===== src/rtl/text_pixel_gen_pkg.sv =====
// Shared widths, pipeline payload and cell-address helper for the text pixel generator.
// The optional block-cursor overlay is enabled by defining CURSOR_TEXT_EN.
package text_pixel_gen_pkg;

  localparam int unsigned TADDR_W = 12;
  localparam int unsigned FADDR_W = 11;
  localparam int unsigned COL_W   = 7;
  localparam int unsigned ROW_W   = 5;
  localparam int unsigned RGB_W   = 3;

  // Per-pixel side information carried alongside the buffer/ROM lookups.
  typedef struct packed {
`ifdef CURSOR_TEXT_EN
    logic [COL_W-1:0] col;
    logic [ROW_W-1:0] row;
`endif
    logic [2:0]       xbit;
    logic [3:0]       vrow;
    logic             hsync;
    logic             vsync;
    logic             blank;
  } pipe_t;

  // Blank is held high through reset so nothing is drawn until real data arrives.
  localparam pipe_t PIPE_RST = '{blank: 1'b1, default: '0};

  // Row-major cell address for an 80-column buffer: row*80 = row*64 + row*16.
  function automatic logic [TADDR_W-1:0] cell_addr(input logic [ROW_W-1:0] row,
                                                   input logic [COL_W-1:0] col);
    cell_addr = TADDR_W'({row, 6'b0}) + TADDR_W'({row, 4'b0}) + TADDR_W'(col);
  endfunction

endpackage


===== src/rtl/text_pixel_gen_cursor_blink.sv =====
// Block-cursor overlay: frame counter, blink phase and cell compare.
// Only present when CURSOR_TEXT_EN is defined.
`ifdef CURSOR_TEXT_EN
module text_pixel_gen_cursor_blink
  import text_pixel_gen_pkg::*;
(
  input  logic             clk_i,
  input  logic             rstn_i,
  input  logic             vsync_i,
  input  logic [COL_W-1:0] cell_x_i,
  input  logic [ROW_W-1:0] cell_y_i,
  input  logic [COL_W-1:0] cursor_x_i,
  input  logic [ROW_W-1:0] cursor_y_i,
  output logic             invert_c
);

  logic [5:0] frame_cnt;
  logic       vsync_q;

  // Count vsync falling edges; bit 5 gives a ~0.5 s on/off phase at 60 Hz.
  always_ff @(posedge clk_i or negedge rstn_i) begin
    if (!rstn_i) begin
      frame_cnt <= '0;
      vsync_q   <= 1'b0;
    end else begin
      vsync_q <= vsync_i;
      if (vsync_q && !vsync_i) begin
        frame_cnt <= frame_cnt + 6'd1;
      end
    end
  end

  assign invert_c = frame_cnt[5] && (cell_x_i == cursor_x_i) && (cell_y_i == cursor_y_i);

endmodule
`endif


===== src/rtl/text_pixel_gen.sv =====
// Character-mode pixel generator: beam position -> text buffer -> font ROM -> pixel.
// Fixed 3-clock latency from hcount_i/syncs to rgb_o/syncs, free-running pipeline.
// Define CURSOR_TEXT_EN to add the blinking block-cursor overlay and its ports.
module text_pixel_gen
  import text_pixel_gen_pkg::*;
#(
  parameter logic [RGB_W-1:0] FG_RGB = 3'b111,
  parameter logic [RGB_W-1:0] BG_RGB = 3'b000
) (
  input  logic               clk_i,
  input  logic               rstn_i,
  input  logic [9:0]         hcount_i,
  input  logic [9:0]         vcount_i,
  input  logic               hsync_i,
  input  logic               vsync_i,
  input  logic               blank_i,
  output logic [TADDR_W-1:0] taddr_o,
  input  logic [7:0]         char_i,
  output logic [FADDR_W-1:0] faddr_o,
  input  logic [7:0]         font_i,
  output logic [RGB_W-1:0]   rgb_o,
  output logic               hsync_o,
  output logic               vsync_o
`ifdef CURSOR_TEXT_EN
  ,
  input  logic [COL_W-1:0]   cursor_x_i,
  input  logic [ROW_W-1:0]   cursor_y_i
`endif
);

  pipe_t            s0_c;
  pipe_t            d1;
  pipe_t            d2;
  logic [COL_W-1:0] col_c;
  logic [ROW_W-1:0] row_c;
  logic             glyph_bit_c;
  logic             invert_c;
  logic             pix_on_c;
  logic             unused_bits;

  // Bit 9 of vcount never reaches the visible rows; bit 7 of the char code is ignored.
  assign unused_bits = ^{vcount_i[9], char_i[7]};

  assign col_c = hcount_i[9:3];
  assign row_c = vcount_i[8:4];

  // Stage 0 payload: in-cell pixel position plus timing signals.
  always_comb begin
    s0_c       = PIPE_RST;
`ifdef CURSOR_TEXT_EN
    s0_c.col   = col_c;
    s0_c.row   = row_c;
`endif
    s0_c.xbit  = hcount_i[2:0];
    s0_c.vrow  = vcount_i[3:0];
    s0_c.hsync = hsync_i;
    s0_c.vsync = vsync_i;
    s0_c.blank = blank_i;
  end

  // Stage 0: text-buffer address, clamped to 0 outside the visible area.
  always_ff @(posedge clk_i or negedge rstn_i) begin
    if (!rstn_i) begin
      taddr_o <= '0;
      d1      <= PIPE_RST;
    end else begin
      taddr_o <= blank_i ? '0 : cell_addr(row_c, col_c);
      d1      <= s0_c;
    end
  end

  // Stage 1: character code plus glyph row forms the font address.
  always_ff @(posedge clk_i or negedge rstn_i) begin
    if (!rstn_i) begin
      faddr_o <= '0;
      d2      <= PIPE_RST;
    end else begin
      faddr_o <= {char_i[6:0], d1.vrow};
      d2      <= d1;
    end
  end

`ifdef CURSOR_TEXT_EN
  text_pixel_gen_cursor_blink u_cursor_blink (
    .clk_i      (clk_i),
    .rstn_i     (rstn_i),
    .vsync_i    (vsync_i),
    .cell_x_i   (d2.col),
    .cell_y_i   (d2.row),
    .cursor_x_i (cursor_x_i),
    .cursor_y_i (cursor_y_i),
    .invert_c   (invert_c)
  );
`else
  assign invert_c = 1'b0;
`endif

  // Leftmost pixel is bit 7 of the glyph row.
  assign glyph_bit_c = font_i[3'd7 - d2.xbit];
  assign pix_on_c    = glyph_bit_c ^ invert_c;

  // Stage 2: pixel colour and delayed syncs; black while blanked.
  always_ff @(posedge clk_i or negedge rstn_i) begin
    if (!rstn_i) begin
      rgb_o   <= '0;
      hsync_o <= 1'b1;
      vsync_o <= 1'b1;
    end else begin
      rgb_o   <= d2.blank ? '0 : (pix_on_c ? FG_RGB : BG_RGB);
      hsync_o <= d2.hsync;
      vsync_o <= d2.vsync;
    end
  end

endmodule


===== config.mk =====
export PLATFORM = sky130hd
export DESIGN_NAME = text_pixel_gen
export DESIGN_NICKNAME = d
export VERILOG_FILES = /design/src/rtl/text_pixel_gen_pkg.sv /design/src/rtl/text_pixel_gen_cursor_blink.sv /design/src/rtl/text_pixel_gen.sv
export SDC_FILE = /design/constraint.sdc
export NUM_CORES = 1
export LEC_CHECK = 0
export ABC_AREA = 1
export CAP_MARGIN = 5
export CELL_PAD_IN_SITES_DETAIL_PLACEMENT = 0
export CELL_PAD_IN_SITES_GLOBAL_PLACEMENT = 1
export CORE_MARGIN = 2
export CORE_UTILIZATION = 33
export DETAILED_ROUTE_END_ITERATION = 16
export PLACE_DENSITY = 0.87
export RECOVER_POWER = 25
export SYNTH_ARGS = -nofsm -noshare
export SYNTH_HDL_FRONTEND = slang
export SYNTH_HIERARCHICAL = 1
export SYNTH_SLANG_ARGS = --single-unit

===== constraint.sdc =====
create_clock -name clk_i -period 2.55 [get_ports clk_i]
set_clock_uncertainty 0.05 [all_clocks]
set_input_delay 0.51 -clock clk_i [delete_from_list [all_inputs] [get_ports clk_i]]
set_output_delay 0.51 -clock clk_i [all_outputs]
set_load 0.01 [all_outputs]

### Yosys cells after proc, flatten, opt, wreduce, memory -nomap -nowiden

Cells that the tools add are included.

| operators by class | value |
|---|---|
| add/subtract/negate cells | 3 |
| order comparisons | 1 |
| mux-type cells | 5 |

Operators by type and width:

| cell | number |
|---|---|
| 11-bit by 9-bit adder with 12-bit output | 1 |
| 12-bit by 7-bit adder with 12-bit output | 1 |
| 12-bit two-way mux | 1 |
| 3-bit two-way mux | 2 |
| 3-bit by 4-bit less-than comparator with 1-bit output, second input constant | 1 |
| 1-bit binary-select mux with 3-bit select | 1 |
| 3-bit subtractor, first input constant | 1 |
| 1-bit two-way mux | 1 |

| storage, ports and cells | value |
|---|---|
| logic and storage cells | 23 |
| bits of input ports | 41 |
| register bits after elaboration | 44 |
| output and inout bits | 28 |

### Logic depth before layout (Yosys ltp)

| depth | value |
|---|---|
| word-level depth | 5 |
| mapped depth | 11 |

### Least setup slack after synthesis

OpenSTA, ideal clock, no wires.

| path | value |
|---|---|
| path kind | input port to flip-flop |
| start point | input port hcount_i[9] |
| end point | register taddr_o[9] |
| library setup time | 0.117 ns |
| path slack | 0.538 ns |
| cell stages on the path | 7 |
| path buffers | 0 |
| arrival time | 1.845 ns |
| data required time | 2.383 ns |
| cells stage by stage | inv_1 -> fa_1 -> fa_1 -> o21ai_2 -> nand2_1 -> nand2_1 -> nor2_1 |

| on the way | value |
|---|---|
| word-level cells in the longest chain between the ends | 2 |

Ends and longest elaborated chain:

| what | RTL line | RTL |
|---|---|---|
| start, declared | text_pixel_gen.sv:12 | `input logic [9:0] hcount_i,` |
| 12-bit by 7-bit adder with 12-bit output | text_pixel_gen_pkg.sv:30 | `cell_addr = TADDR_W'({row, 6'b0}) + TADDR_W'({row, 4'b0}) + TADDR_W'(col);` |
| 12-bit two-way mux | text_pixel_gen.sv:67 | `taddr_o <= blank_i ? '0 : cell_addr(row_c, col_c);` |
| end signal, assigned | text_pixel_gen.sv:67 |  |
| end, declared | text_pixel_gen.sv:17 | `output logic [TADDR_W-1:0] taddr_o,` |

No other way between the ends.

### Worst setup path in the final report

| path | value |
|---|---|
| start point | input port vcount_i[4] |
| end point | register taddr_o[11] |

| on the way | value |
|---|---|
| word-level cells in the longest chain between the ends | 3 |

Ends and longest elaborated chain:

| what | RTL line | RTL |
|---|---|---|
| start, declared | text_pixel_gen.sv:13 | `input logic [9:0] vcount_i,` |
| 11-bit by 9-bit adder with 12-bit output | text_pixel_gen_pkg.sv:30 |  |
| 12-bit by 7-bit adder with 12-bit output | text_pixel_gen_pkg.sv:30 |  |
| 12-bit two-way mux | text_pixel_gen.sv:67 |  |

No other way between the ends.

==> qor.csv <==
stage,metric,value,unit
timing,Final Max Slew Viols,0,
setup_path,crit-path max FO,2,
yosys,Adder-Cell Fraction of Synth Area,9.87,%
setup_path,cell chain of the critical path,"clkdlybuf4s50_1, inv_1, fa_1, fa_1, o21ai_2, nand2_1, a21oi_1",
layout,fillers,405,
setup_path,Reg2Reg Setup Slack,1.50,ns
setup_path,WS Path Type,input pin to register,
setup_path,startpoint types,input pin,
placement,Placer Congestion,0.769,
setup_path,Worst path most repeated cell,fa_1,
setup_path,Worst EP arrival,2.41,ns
setup_path,crit end category,register,
drt,ANT nets after route,0,
clocking,clock-pin slew on the worst setup and hold paths,0.08,ns
layout,Reg area,1060,sq um
drt,drt first pass iters,4,
layout,"commonest non-fill, non-tap cells in the layout","49 x clkdlybuf4s50_1, 38 x dfrtp_1, 23 x nor2_1, 21 x inv_1, 17 x nand2_1",
floorplan,Die Wd,72.5,microns
grt,largest net degree at the start of global routing,43,
yosys,Post-Synth XOR/XNOR Area,0.566,%
yosys,multiplexer share of the synthesized area,0,%
drt,via count,1080,
power_and_ir_drop,Leakage Power,1.12,nW
clocking,root buf cell,clkbuf_8,
timing,measured slew at the worst slew-check pin,0.875,ns
grt,vias in the first global route,1019,
placement,Detailed Place HPWL,2.13,mm
timing,fmax,0.446,GHz
run_status,outcome,"finished, final reports clean",
drt,Avg WL per Cell,10.7,microns
clocking,CTS tree,done,
timing,Tcrit/Tclk final,87.9,%
placement,port bufs,66,
clocking,clk sinks,42,
floorplan,standard-cell row count,24,
yosys,Synth Cell Area,1550,sq um
floorplan,initial core utilization,34.8,%
timing,minimum clock period,2.24,ns
floorplan,core area,4440,sq um
layout,Syn-to-layout area delta,51.9,%
clocking,post-CTS resize count,0,
timing,unrepaired setup endpoints after global routing,false,
grt,initial antenna violation count,0,
placement,placed instance area,2250,sq um
timing,final setup fails,0,
drt,via/cell ratio,4.24,
drt,Detailed Route Iter0 Violations,72,
timing,final hold vios,0,
setup_path,CP top delay family,adder cells,
grt,GRT overflow,0,
setup_path,CP max-delay cell,fa_1,
floorplan,die height,72.5,microns
yosys,Simple-Gate Fraction of Synth Area,11.4,%
layout,final non-filler cell area,2350,sq um
layout,ratio of cells with drive above 1 in the final layout,9.36,%
yosys,Avg Inst Size Synth,11.8,sq um
yosys,count of cell types in the netlist,17,
timing,total negative slack,0,ns
clocking,Num CTS Buffers,5,
floorplan,die area,5250,sq um
yosys,Compound-Gate Fraction of Synth Area,3.24,%
yosys,register area share after synthesis,68.3,%
clocking,clock buffer depth,2,
setup_path,"slowest stage delay, CP",0.50,ns
timing,slew margin rel.,41.7,%
clocking,setup bufs post-CTS,0,
grt,first-pass GRT wire length,4.52,mm
drt,final wirelength,2.74,mm
yosys,Syn Inst Count,131,
floorplan,boundary pin count,69,
grt,GRT Util Overall,11.6,%
drt,DRC viols,0,
hold_path,Hold/Removal Path Class,input pin to asynchronous set/reset pin,
power_and_ir_drop,VDD IR max,207,uV
yosys,Syn. warnings,6,
power_and_ir_drop,P per Cell Area,594,nW/um^2
clocking,CTS Hold Bufs,0,
setup_path,CP Buf/Inv Count,2,
setup_path,Worst Path Required,2.72,ns
clocking,clock latency on the worst-skew pair,0.29,ns
yosys,syn_nets,183,
layout,# diodes,0,
layout,Final nets,254,
layout,area occupied by multi-input gates,388,sq um
job,Max Cap Viol,0,
layout,"commonest non-fill, non-tap cell in the layout",clkdlybuf4s50_1,
clocking,H-tree lvl count,2,
yosys,number of synthesized register bits,42,
yosys,largest family of logic cells by synthesized area,simple AND/OR/NAND/NOR gates,
## synthesized netlist by cell type
master	instances	area (sq um)
o21ai_2	1	8.76
nor2_1	23	86.3
o21ai_1	4	20.0
inv_1	21	78.8
nand2_1	17	63.8
nand3_2	2	20.0
a31oi_1	1	6.26
dfstp_2	4	105
buf_4	2	15.0
fa_1	2	40.0
buf_2	1	5.00
ha_1	9	113
xor2_1	1	8.76
dfrtp_1	38	951
a21oi_1	3	15.0
inv_2	1	3.75
nor2_2	1	6.26
## per-layer routing
metal	up-vias	global-route usage, %	routed length, microns
li1	532	-	-
met3	7	4.03	236
met4	0	5.56	56
met5	-	0	0
met1	491	13.4	1150
met2	50	19.5	1290
## stage by stage
stage | worst slack [ns] | power (mW) | instances | hold WS (ns) | util [%]
after floorplan | 0.538 | 0.838 | 131 | 0.164 | -
after global placement | -0.00833 | 0.985 | 247 | 0.282 | 50.7
after detailed placement | -0.0222 | 0.989 | 247 | 0.287 | 50.7
after CTS | 0.291 | 1.43 | 255 | 0.303 | 52.9
after global routing | 0.133 | 1.48 | 255 | 0.306 | 52.9
final | 0.309 | 1.40 | 255 | 0.279 | 52.9
## cells by family after synthesis
group | after synthesis
adders and majority gates | 11
and+or+nand+nor | 43
DFF | 42
xor gates and xnor gates | 1
buffers and inverters | 25
AOI/OAI and AO/OA | 9
## layout make-up
class | instances | area share [%]
Sequential cell | 42 | 44.9
Timing Repair Buffer | 67 | 28.2
Multi-Input combinational cell | 64 | 16.5
Clock buffer | 6 | 3.51
Inverter | 22 | 3.51
Tap cell | 52 | 2.77
Clock inverter | 2 | 0.532
## state kept, by name, summed over array words and instances (netlist names)
name     flops
d1          10
d2           6
faddr_o     11
hsync_o      1
rgb_o        1
taddr_o     12
vsync_o      1
## report_power, final
| group | total, mW | switching (mW) | internal [mW] | leakage [nW] |
|---|---|---|---|---|
| combinational | 0.245 | 0.107 | 0.138 | 0.570 |
| clock | 0.428 | 0.211 | 0.217 | 0.0472 |
| sequential | 0.723 | 0.0129 | 0.710 | 0.501 |
## path summary, 6_finish.rpt
kind | start | endpoint | cells past startpoint
worst min-delay path | rstn_i | faddr_o[4] | 1
max in group asynchronous | rstn_i | taddr_o[2] | 1
min in group clk_i | d1[7] | d2[7] | 0
worst max-delay path | vcount_i[4] | taddr_o[11] | 7
worst min register to register | d1[7] | d2[7] | 0
worst max register to register | d2[7] | rgb_o[1] | 5
Power figures use the tool's default switching activity.
==> variant, RTL diff (config.mk and constraints unchanged) <==
`faddr_o` no longer has a reset.
--- a/src/rtl/text_pixel_gen.sv
+++ b/src/rtl/text_pixel_gen.sv
@@ -72,12 +72,14 @@
   // Stage 1: character code plus glyph row forms the font address.
   always_ff @(posedge clk_i or negedge rstn_i) begin
     if (!rstn_i) begin
-      faddr_o <= '0;
       d2      <= PIPE_RST;
     end else begin
-      faddr_o <= {char_i[6:0], d1.vrow};
       d2      <= d1;
     end
+  end
+
+  always_ff @(posedge clk_i) begin
+    faddr_o <= {char_i[6:0], d1.vrow};
   end
 
 `ifdef CURSOR_TEXT_EN
Check against the original RTL: not equivalent (Yosys sat finds a counterexample within 4 cycles, from zero or initial values and one cycle with rstn_i low).
==> variant against the unedited design <==
Maximum frequency fell by 0.94%. Sequential cell count unchanged. Synthesized area shrank 3.6%. Total power down 0.25%. Count of clock-buffer cells in the layout is the same. Cell area is 1.5% lower. Global-route usage decreased by 0.23 points. Wire length down 2.1%. Via count fell by 1.5%. Worst setup slack got worse by 0.021 ns. Worst hold slack better by 0.014 ns. Critical endpoint is now taddr_o[9]. Largest power group unchanged.
==> variant: results <==
[clock_network]
h-tree-depth = 2
cts.clk_slew.worst_paths_ns = 0.07
cts_buffer_depth = 2

[pwr]
leakagePower_nw = 1.10
p_comb_share_pct = 17.7
p_int_mw = 1.07
peakVddDrop_uv = 193

[placement]
dp_hpwl_um = 2110
dpl.cell_count = 249
place.gp.congestion = 0.781
dpl_cell_area_sq_um = 2220

[sta]
relSlewSlack_pct = 73.9

[grt]
first_global_vias = 1037
antenna_found_initial = 0
grt_pass1_wl_um = 4390
grt_use_total_pct = 11.4
grt_max_degree = 32

[yosys]
synth_area_per_cell_sq_um = 11.4
synth-main-ff-cell = dfrtp_1
async_flop_share_pct = 73.8
synth_area_leaders = dfrtp_1, dfxtp_1, ha_1
synth_common_cells = dfrtp_1, nor2_1, inv_1, nand2_1, dfxtp_1
synth_compound_area_share_pct = 3.36
synthMuxAreaShare_pct = 0
synth-xor-area-share_pct = 0.587
synthAdderAreaFrac_pct = 10.2
ys_seq_area_share_pct = 67.1
synth.distinct_cells = 18

[cells_and_area]
reg_top3 = taddr_o: 12 flops, faddr_o: 11 flops, d1: 10 flops
instances_no_fill = 257
fillers = 380
drive_gt1_share_pct = 9.76

[detailed_routing]
vias_per_cell = 4.14
dr.pass1.iters = 4
drt-total-wl_um = 2680
drt_iter0_markers = 67

[worst_setup_path]
arrival_ns = 2.39

[run_status]
status = complete, no violations

[min_path]
hp-class = reg2reg
variant: cell types whose count changed after synthesis, sizes merged:
cell / delta
dfxtp: +11
dfrtp: -11
variant: cell families after synthesis:
logic type,after synthesis
compound gates,9
xor+xnor,1
fa+ha+maj,11
buf+inv,25
flops,42
simple gates,43
variant: worst paths after layout:
| path | start | endpoint | slack, ns | cells past startpoint |
|---|---|---|---|---|
| worst max-delay path | vcount_i[4] | taddr_o[9] | 0.29 | 8 |
| worst min-delay path | d1[3] | faddr_o[0] | 0.29 | 0 |
| max in group asynchronous | rstn_i | d1[0] | 1.58 | 2 |
| worst max register to register | d2[7] | rgb_o[1] | 1.48 | 6 |
| min in group asynchronous | rstn_i | rgb_o[1] | 0.56 | 2 |
| worst min register to register | d1[3] | faddr_o[0] | 0.29 | 0 |
variant: final cells by class:
type | instances | area [sq um] | area share [%]
sequential | 42 | 1000 | 43.3
timing repair buffer | 69 | 683 | 29.5
multi-input combinational | 64 | 388 | 16.8
clock buffer | 6 | 82.6 | 3.57
inverter | 22 | 82.6 | 3.57
tap | 52 | 65.1 | 2.81
clock inverter | 2 | 11.3 | 0.487
variant: through the flow:
step                setup TNS, ns  worst slack [ns]  util, %
detailed placement        -0.0420           -0.0267     51.0
global route                    0             0.128     53.1
global placement         -0.00180          -0.00180     51.0
CTS                             0             0.288     53.1
floorplan                       0             0.538        -
finish                          0             0.288     53.1
variant: layer usage:
metal  global-route usage [%]  up-vias  wire length [um]
li1                         -      538                 -
met1                     12.3      478              1090
met2                     19.7       44              1360
met3                     2.95        4               182
met4                     7.55        0                48
met5                        0        -                 0
variant: worst max-delay path: stages:
cell             delay [ns]
clkdlybuf4s50_1        0.47
inv_1                  0.06
fa_1                   0.51
fa_1                   0.49
o21ai_2                0.17
nand2_1                0.08
nand2_1                0.06
nor2_1                 0.04
